File: src/rtl/tpu_pkg.sv
// Shared types and constants for the systolic array front end.
//   DATA_W          default operand width
//   BEAT_W          width of the beat counter and of the K operand
//   data_t          one operand
//   feeder_state_t  row feeder sequencing states
package tpu_pkg;

  localparam int DATA_W = 8;
  localparam int BEAT_W = 8;

  typedef logic [DATA_W-1:0] data_t;

  typedef enum logic [1:0] {
    IDLE   = 2'd0,
    STREAM = 2'd1,
    DONE   = 2'd2
  } feeder_state_t;

endpackage

File: src/rtl/feeder_lane.sv
// One row of the A buffer plus the skewed read select for that row.
// During beat t this lane presents A[LANE][t-LANE] when 0 <= t-LANE < k_len,
// otherwise exact zero.
//   clk        system clock
//   wr_en      write strobe, already qualified by row match and FSM state
//   wr_col     column (k) index of the write
//   wr_data    value written
//   beat       beat index being loaded into the output register
//   k_len      inner dimension of the stream being loaded
//   lane_data  combinational lane value for that beat
module feeder_lane #(
  parameter int LANE        = 0,
  parameter int SIZE_MATRIX = 4,
  parameter int DATA_W      = 8,
  parameter int COL_W       = 2,
  parameter int BEAT_W      = 8
) (
  input  logic              clk,
  input  logic              wr_en,
  input  logic [COL_W-1:0]  wr_col,
  input  logic [DATA_W-1:0] wr_data,
  input  logic [BEAT_W-1:0] beat,
  input  logic [BEAT_W-1:0] k_len,
  output logic [DATA_W-1:0] lane_data
);

  // Buffer contents survive reset on purpose.
  logic [DATA_W-1:0] mem_q [SIZE_MATRIX];
  logic [BEAT_W-1:0] idx;
  logic              in_range;

  // Columns beyond SIZE_MATRIX never match an entry, so they are dropped.
  always_ff @(posedge clk) begin
    for (int j = 0; j < SIZE_MATRIX; j++) begin
      if (wr_en && (wr_col == COL_W'(j))) begin
        mem_q[j] <= wr_data;
      end
    end
  end

  assign idx      = beat - BEAT_W'(LANE);
  assign in_range = (beat >= BEAT_W'(LANE)) && (idx < k_len);

  // A write landing on the same edge as the read is forwarded, so a stream
  // launched together with a write sees the new value in beat 0.
  always_comb begin
    lane_data = '0;
    if (in_range) begin
      for (int j = 0; j < SIZE_MATRIX; j++) begin
        if (idx == BEAT_W'(j)) begin
          lane_data = mem_q[j];
          if (wr_en && (wr_col == COL_W'(j))) begin
            lane_data = wr_data;
          end
        end
      end
    end
  end

endmodule

File: src/rtl/systolic_row_feeder.sv
// Buffers matrix A and streams it diagonally skewed into the array's
// left_in lanes (row r delayed by r beats).
//   clk, reset   system clock, synchronous active-high reset
//   wr_*         write one A element (accepted only while IDLE)
//   start,size_k launch a stream of K = size_k (1..SIZE_MATRIX)
//   left_out     registered lane values, one per array row
//   valid        high on stream beats
//   busy         high from beat 0 through the done cycle
//   done         one-cycle pulse after the last beat
//   err          one-cycle pulse for a rejected start
//
// state  | meaning
// IDLE   | waiting for start; buffer writable
// STREAM | presenting beat t_q; buffer frozen
// DONE   | done pulse cycle; start ignored
module systolic_row_feeder #(
  parameter  int ROW_NUMBER  = 4,
  parameter  int SIZE_MATRIX = 4,
  parameter  int DATA_W      = tpu_pkg::DATA_W,
  localparam int ROW_W       = (ROW_NUMBER > 1) ? $clog2(ROW_NUMBER) : 1,
  localparam int COL_W       = (SIZE_MATRIX > 1) ? $clog2(SIZE_MATRIX) : 1
) (
  input  logic                             clk,
  input  logic                             reset,
  input  logic                             wr_en,
  input  logic [ROW_W-1:0]                 wr_row,
  input  logic [COL_W-1:0]                 wr_col,
  input  logic [DATA_W-1:0]                wr_data,
  input  logic                             start,
  input  logic [7:0]                       size_k,
  output logic [ROW_NUMBER-1:0][DATA_W-1:0] left_out,
  output logic                             valid,
  output logic                             busy,
  output logic                             done,
  output logic                             err
);

  import tpu_pkg::feeder_state_t;
  import tpu_pkg::IDLE;
  import tpu_pkg::STREAM;
  import tpu_pkg::DONE;
  import tpu_pkg::BEAT_W;

  feeder_state_t state_q, state_d;
  logic [BEAT_W-1:0] t_q, t_d;
  logic [BEAT_W-1:0] k_q, k_d;
  logic [BEAT_W-1:0] beat_sel;
  logic [BEAT_W-1:0] t_last;
  logic              load_beat;
  logic              k_legal;
  logic              valid_q, valid_d;
  logic              busy_q, busy_d;
  logic              done_q, done_d;
  logic              err_q, err_d;
  logic [ROW_NUMBER-1:0]             lane_we;
  logic [ROW_NUMBER-1:0][DATA_W-1:0] lane_data;
  logic [ROW_NUMBER-1:0][DATA_W-1:0] left_out_q, left_out_d;

  assign k_legal = (size_k != 8'd0) && (size_k <= BEAT_W'(SIZE_MATRIX));
  assign t_last  = k_q + BEAT_W'(ROW_NUMBER) - BEAT_W'(2);

  // Outputs are registered, so the comb block selects the beat that will be
  // visible after the coming edge (beat_sel), not the one on display now.
  always_comb begin
    state_d   = state_q;
    t_d       = t_q;
    k_d       = k_q;
    beat_sel  = t_q;
    load_beat = 1'b0;
    valid_d   = 1'b0;
    busy_d    = 1'b0;
    done_d    = 1'b0;
    err_d     = 1'b0;
    case (state_q)
      IDLE: begin
        if (start) begin
          if (k_legal) begin
            state_d   = STREAM;
            t_d       = '0;
            k_d       = size_k;
            beat_sel  = '0;
            load_beat = 1'b1;
            valid_d   = 1'b1;
            busy_d    = 1'b1;
          end else begin
            err_d = 1'b1;
          end
        end
      end
      STREAM: begin
        busy_d = 1'b1;
        if (t_q == t_last) begin
          state_d = DONE;
          done_d  = 1'b1;
        end else begin
          t_d       = t_q + BEAT_W'(1);
          beat_sel  = t_q + BEAT_W'(1);
          load_beat = 1'b1;
          valid_d   = 1'b1;
        end
      end
      DONE: begin
        state_d = IDLE;
        t_d     = '0;
      end
      default: begin
        state_d = IDLE;
        t_d     = '0;
      end
    endcase
  end

  assign left_out_d = load_beat ? lane_data : '0;

  for (genvar r = 0; r < ROW_NUMBER; r++) begin : g_lane
    assign lane_we[r] = wr_en && (state_q == IDLE) && (wr_row == ROW_W'(r));

    feeder_lane #(
      .LANE        (r),
      .SIZE_MATRIX (SIZE_MATRIX),
      .DATA_W      (DATA_W),
      .COL_W       (COL_W),
      .BEAT_W      (BEAT_W)
    ) u_lane (
      .clk       (clk),
      .wr_en     (lane_we[r]),
      .wr_col    (wr_col),
      .wr_data   (wr_data),
      .beat      (beat_sel),
      .k_len     (k_d),
      .lane_data (lane_data[r])
    );
  end

  always_ff @(posedge clk) begin
    if (reset) begin
      state_q    <= IDLE;
      t_q        <= '0;
      k_q        <= '0;
      left_out_q <= '0;
      valid_q    <= 1'b0;
      busy_q     <= 1'b0;
      done_q     <= 1'b0;
      err_q      <= 1'b0;
    end else begin
      state_q    <= state_d;
      t_q        <= t_d;
      k_q        <= k_d;
      left_out_q <= left_out_d;
      valid_q    <= valid_d;
      busy_q     <= busy_d;
      done_q     <= done_d;
      err_q      <= err_d;
    end
  end

  assign left_out = left_out_q;
  assign valid    = valid_q;
  assign busy     = busy_q;
  assign done     = done_q;
  assign err      = err_q;

endmodule
File: config.mk
export PLATFORM = sky130hd
export DESIGN_NAME = systolic_row_feeder
export DESIGN_NICKNAME = d
export VERILOG_FILES = /design/src/rtl/tpu_pkg.sv /design/src/rtl/feeder_lane.sv /design/src/rtl/systolic_row_feeder.sv
export SDC_FILE = /design/constraint.sdc
export NUM_CORES = 1
export LEC_CHECK = 0
export CAP_MARGIN = 20
export CORE_UTILIZATION = 45
export CTS_CLUSTER_SIZE = 20
export DETAILED_ROUTE_END_ITERATION = 10
export PLACE_DENSITY = 0.72
export SKIP_LAST_GASP = 1
export SLEW_MARGIN = 20
export SYNTH_ARGS = -nofsm -noshare
export SYNTH_HDL_FRONTEND = slang
export SYNTH_HIERARCHICAL = 1
export SYNTH_SLANG_ARGS = --single-unit
File: constraint.sdc
create_clock -name clk -period 9.7 [get_ports clk]
set_clock_uncertainty 0.05 [all_clocks]
set_input_delay 1.94 -clock clk [delete_from_list [all_inputs] [get_ports clk]]
set_output_delay 1.94 -clock clk [all_outputs]
set_load 0.03 [all_outputs]
==> impl_metrics.csv, run 1 <==
group,metric,value,unit
clocking,worst_skew_pair.late_latency,0.43,ns
logic_synthesis,yosysWarnings,6,
global_route,first_global_vias,6792,
die,floorplan.rows,52,
timing,finalHoldViolCount,0,
global_route,grt.met2_usage,0.347,
timing,setup_repair_after_global_routing_missed_its_margin,"no",
logic_synthesis,synth_edf_count,0,
logic_synthesis,postSynth.topFlopCell,"dfxtp_1",
detailed_routing,detail_route.wl_per_cell,16.6,microns
die,io_pins,60,
logic_synthesis,synth-seq-cells,182,
placed_design,dp.final_hpwl,14.2,mm
clocking,root_buffer,"clkbuf_16",
cells_and_area,area.growth.synth_to_final,14.3,%
critical_path,endpoint_kind,"register",
global_route,globalRoute.busiestLayer,"met2",
detailed_routing,drt_iter0_drc,435,
clocking,cts.htree.levels,4,
cells_and_area,post_route_cells_drive_above_1_share,0.184,
global_route,grt_first_pass_wirelength,35.1,mm
die,fp.dieW,146,microns
clocking,clock_sinks,182,
critical_path,crit_buf_inv,3,
clocking,cts.path.max_buffers,2,
timing,slew_headroom,0.406,
pwr,cellLeakagePower,4.07,nW
logic_synthesis,yosysSeqAreaShare,0.390,
detailed_routing,totalWireLength,21.2,mm
clocking,clock_buffers_created_by_tritoncts,17,
logic_synthesis,synth_area,9340,sq um
logic_synthesis,synth.lib_cells_used.distinct,86,
critical_path,critPathKind,"in2reg",
global_route,antenna_found_initial,0,
die,die_area,21300,sq um
logic_synthesis,async_flop_share,0,
clocking,number_of_cells_upsized_or_downsized_after_cts,0,
global_route,grt_overflow,0,
detailed_routing,viasPerCell,5.64,
logic_synthesis,area_share_of_the_largest_cell_type_after_synthesis,0.390,
job,max_cap_violations,0,
global_route,use_met3,0.0378,
clocking,tritoncts,"built",
critical_path,crit_chain,"clkdlybuf4s50_1, or4_4, nor4b_4, a21oi_1, or2_1, nand2_1, o211ai_1, buf_4, clkinv_1, ha_1, or4b_4, nor2_1, xor2_1, ha_1, and4_1, a2111oi_4, and4_4, nor4b_2, and2_1",
die,core_area,20300,sq um
critical_path,critPathLaunch,"size_k[5]",
critical_path,cpPeakStageDelay,0.54,ns
die,start_util,0.460,
cells_and_area,finish.net_count,1057,
critical_path,worst_path_cell_with_the_longest_stage_delay,"or4_4",
timing,finalSetupViolCount,0,
logic_synthesis,synth.net_count,1012,
timing,tns,0,ns
detailed_routing,drt.antenna.violating_nets,0,
logic_synthesis,yosys-top-cells-area,"dfxtp_1 39%, mux2_2 14%, ha_1 5.4%, nand2_1 3.1%, and2_1 2.6%",
global_route,maximum_number_of_pins_on_one_net_before_global_route_repair,78,
die,dieHeight,146,microns
timing,fmaxAchievable,0.144,GHz
timing,min_period_over_period,0.715,
timing,final.min_clock_period,6.94,ns
critical_path,start_kind,"primary input",
critical_path,signal_arrival_time_at_the_worst_endpoint,7.26,ns
logic_synthesis,post_synth_inst_count,948,
hold_path,hold_class,"reg2reg",
pwr,vdd.ir_drop.worst,0.113,mV
global_route,globalRouteMet1Util,0.271,
logic_synthesis,post-synth-top-count-cell,"dfxtp_1",
placed_design,port-buffer-count,59,
critical_path,crit-reg2reg-launch,"k_q[1]",
detailed_routing,drc,0,
clocking,cts_post_setup_buffers_inserted,0,
critical_path,worstPathMaxFanout,77,
detailed_routing,via_count,7196,
run_status,outcome,"completed",
logic_synthesis,synth.cells.most_frequent,"182 x dfxtp_1, 113 x mux2_2, 77 x nand2_1",
timing,slew_viol_final,0,
pwr,power.density,171,nW/um^2
critical_path,crit_top_cell,"ha_1",
clocking,cts_hold_repair.buffers,0,
placed_design,routabilityCongestion,0.867,
critical_path,required,10.02,ns
logic_synthesis,synthesis.area_per_instance,9.85,sq um
hold_path,holdCritStartpoint,"g_lane[3].u_lane/mem_q[2][6]",
timing,max_slew.worst_pin.slew,0.889,ns
critical_path,cell_class_contributing_the_biggest_share_of_worst_path_delay,"simple AND/OR/NAND/NOR gates",
detailed_routing,drt_first_pass_iters,5,
global_route,groute.usage.overall,0.205,
cells_and_area,antenna-diode-count,0,
logic_synthesis,post_synth_top_area_cell,"dfxtp_1",
timing,hold-worst-slack,0.401,ns
clocking,clkTransAtPathRegs,0.07,ns
cells in the final DEF (no fill, tap or decap), drive strengths merged, types with 7 or more instances in the layout:
cell type      instances
a221oi                 8
a2bb2oi                7
and2                  39
xor2                  13
o21ai                 11
o21bai                10
nor2                  45
clkdlybuf4s50         59
mux2i                 23
o211ai                22
nor3                  32
nand3b                 7
o2111a                 7
o32ai                  7
nor4                  13
a211oi                 8
nand2b                17
dfxtp                182
mux2                 116
a21oi                 18
nand3                 31
ha                    40
xnor2                 15
nor4b                 12
nor2b                 15
clkbuf                18
o22ai                  8
inv                   57
nand2                 77
logic make-up after synthesis:
logic type      synth area share
compound gates             0.128
xor+xnor                  0.0263
fa+ha+maj                 0.0536
buf+inv                   0.0430
flops                      0.390
mux                        0.165
simple gates               0.195
worst min-delay path: stages (launching register included):
cell     delay [ns]
dfxtp_1        0.31
nand2_1        0.06
nand2_1        0.06
through the flow:
| stage | instances | setup slack [ns] | util | cell area [sq um] | power [mW] |
|---|---|---|---|---|---|
| after CTS | 1276 | 2.79 | 0.526 | 10700 | 1.84 |
| after global placement | 1244 | 2.51 | 0.498 | 10100 | 1.16 |
| after detailed placement | 1244 | 2.36 | 0.498 | 10100 | 1.18 |
| final | 1276 | 2.76 | 0.526 | 10700 | 1.82 |
| after global routing | 1276 | 2.44 | 0.526 | 10700 | 1.91 |
| after floorplan | 948 | 2.95 | - | 9340 | 1.11 |
sequential cells by signal, summed over array words and instances (netlist names):
register and cells:
g_lane.u_lane/mem_q 128, busy 1, state_q 2, err 1
left_out 32, valid 1, t_q 8, done 1
k_q 8
power breakdown:
part / switching [mW] / leakage [nW] / internal (mW)
clock network: 0.322 / 0.264 / 0.340
logic: 0.115 / 2.30 / 0.136
registers: 0.0338 / 1.51 / 0.876
metal layers:
metal / wire length (microns) / up-vias / part of all wire
met3: 832 / 17 / 0.039
met1: 9800 / 3484 / 0.46
met5: 0 / - / 0
met2: 10300 / 173 / 0.49
li1: - / 3522 / -
met4: 207 / 0 / 0.0098
layout make-up:
cell class,count,area [sq um]
flip-flops and latches,182,3640
inverters,51,191
multi-input cells,676,5310
well taps,270,338
repair buffers,65,636
clock inverters,14,135
clock buffers,18,429
fillers,1851,9620
path summary, 6_finish.rpt:
check / to / slack [ns] / depth (start not counted)
worst max register to register: left_out[17] / 3.83 / 18
worst min register to register: g_lane[3].u_lane/mem_q[2][6] / 0.40 / 2
worst max-delay path: left_out[17] / 2.76 / 19
worst min-delay path: g_lane[3].u_lane/mem_q[2][6] / 0.40 / 2
Note: power is estimated with default switching activity, not from simulation.
==> run 2: changes to the inputs <==
PLACE_DENSITY = 0.75   (was 0.72)
clock period = 5.66 ns   (was 9.7 ns; I/O delays follow)
==> impl_metrics.csv, run 2 (same netlist as run 1, synthesis figures left out) <==
group,metric,value,unit
run_status,outcome,"completed",
detailed_routing,drt_first_pass_iters,6,
global_route,first_global_vias,7240,
clocking,cts.htree.levels,4,
clocking,number_of_cells_upsized_or_downsized_after_cts,0,
clocking,cts.path.max_buffers,2,
placed_design,routabilityCongestion,0.885,
critical_path,endpoint_kind,"register",
timing,min_period_over_period,0.950,
cells_and_area,final_cells,1319,
die,die_area,21300,sq um
detailed_routing,via_count,7351,
timing,finalSetupViolCount,0,
cells_and_area,fin_util,0.546,
pwr,vdd.ir_drop.worst,0.202,mV
cells_and_area,finish.net_count,1100,
cells_and_area,post_route_cells_drive_above_1_share,0.222,
clocking,clock_buffers_created_by_tritoncts,17,
global_route,antenna_found_initial,0,
detailed_routing,viasPerCell,5.57,
clocking,clock_sinks,182,
die,core_area,20300,sq um
timing,slew_viol_final,0,
pwr,cellLeakagePower,4.32,nW
hold_path,hold_class,"reg2reg",
global_route,groute.usage.overall,0.216,
cells_and_area,final_common_cell,"dfxtp_1",
placed_design,placedCellCount,1287,
critical_path,signal_arrival_time_at_the_worst_endpoint,5.70,ns
critical_path,required,5.98,ns
timing,max_slew.worst_pin.slew,0.922,ns
cells_and_area,area.growth.synth_to_final,18.6,%
clocking,cts_hold_repair.buffers,0,
placed_design,port-buffer-count,59,
detailed_routing,drt.antenna.violating_nets,0,
timing,finalHoldViolCount,0,
cells_and_area,final_cell_mix,"182 x dfxtp_1, 113 x mux2_2, 77 x nand2_1",
detailed_routing,totalWireLength,22.3,mm
die,floorplan.rows,52,
placed_design,dp.final_hpwl,15.3,mm
global_route,maximum_number_of_pins_on_one_net_before_global_route_repair,36,
clocking,tritoncts,"built",
detailed_routing,detail_route.wl_per_cell,16.9,microns
cells_and_area,nFillCells,1759,
pwr,power.density,289,nW/um^2
die,fp.dieW,146,microns
cells_and_area,sequential_cell_area,3640,sq um
job,max_cap_violations,0,
global_route,grt_first_pass_wirelength,37.0,mm
die,io_pins,60,
clocking,root_buffer,"clkbuf_16",
timing,fmaxAchievable,0.186,GHz
cells_and_area,footprint_of_the_multi_input_gates,5320,sq um
critical_path,worstPathMaxFanout,8,
global_route,grt_overflow,0,
timing,final.min_clock_period,5.37,ns
timing,setup_repair_after_global_routing_missed_its_margin,"no",
die,dieHeight,146,microns
die,start_util,0.460,
detailed_routing,drc,0,
clocking,cts_post_setup_buffers_inserted,0,
detailed_routing,drt_iter0_drc,493,
clocking,clkTransAtPathRegs,0.07,ns
clocking,worst_skew_pair.late_latency,0.43,ns
cells_and_area,antenna-diode-count,0,
timing,slew_headroom,0.383,
critical_path,critPathKind,"in2reg",
cells_and_area,largest_register_ffs,128,
cells_and_area,largest-register,"g_lane.u_lane/mem_q",
critical_path,start_kind,"primary input",
run 2: critical path, stage by stage:
cell	delay, ns
clkdlybuf4s50_1	0.40
or4_4	0.54
nor4b_4	0.33
a21oi_1	0.11
or2_1	0.34
o2bb2ai_1	0.15
or3_1	0.33
buf_4	0.16
or4b_4	0.55
nor2_2	0.13
xor2_1	0.16
ha_1	0.26
o21ai_1	0.09
nor2_1	0.09
a2111oi_4	0.31
and4_4	0.31
nor4b_2	0.18
and2_1	0.15
run 2: path summary, 6_finish.rpt:
check	cells after the start	startpoint	to	slack, ns
worst max-delay path	18	size_k[7]	left_out[22]	0.29
worst min-delay path	2	g_lane[3].u_lane/mem_q[2][5]	g_lane[3].u_lane/mem_q[2][5]	0.40
worst max register to register	19	k_q[1]	left_out[30]	0.42
worst min register to register	2	g_lane[3].u_lane/mem_q[2][5]	g_lane[3].u_lane/mem_q[2][5]	0.40
run 2: final cells by class:
type	instances	share of cell area
Clock buffer	17	0.0384
Clock inverter	15	0.0165
Inverter	51	0.0177
Multi-Input combinational cell	676	0.480
Sequential cell	182	0.329
Tap cell	270	0.0305
Timing Repair Buffer	108	0.0876
run 2: report_power, final:
group	internal [mW]	switching [mW]
Combinational	0.236	0.203
Clock	0.634	0.565
Sequential	1.50	0.0609
run 2: stage by stage:
step,area (sq um),TNS [ns],power [mW],hold WS (ns),worst slack [ns]
after floorplan,9370,-0.647,1.90,0.367,-0.0819
after CTS,11100,0,3.22,0.400,0.302
after detailed placement,10500,-1.47,2.02,0.382,-0.0990
final,11100,0,3.20,0.401,0.285
after global placement,10500,-0.434,1.99,0.377,-0.0572
after global routing,11100,0,3.35,0.420,0.0208
run 2: routing by layer:
metal / share of wire / track usage
met5: 0 / 0
met4: 0.021 / 0.0755
met3: 0.042 / 0.0409
met2: 0.49 / 0.369
met1: 0.45 / 0.273
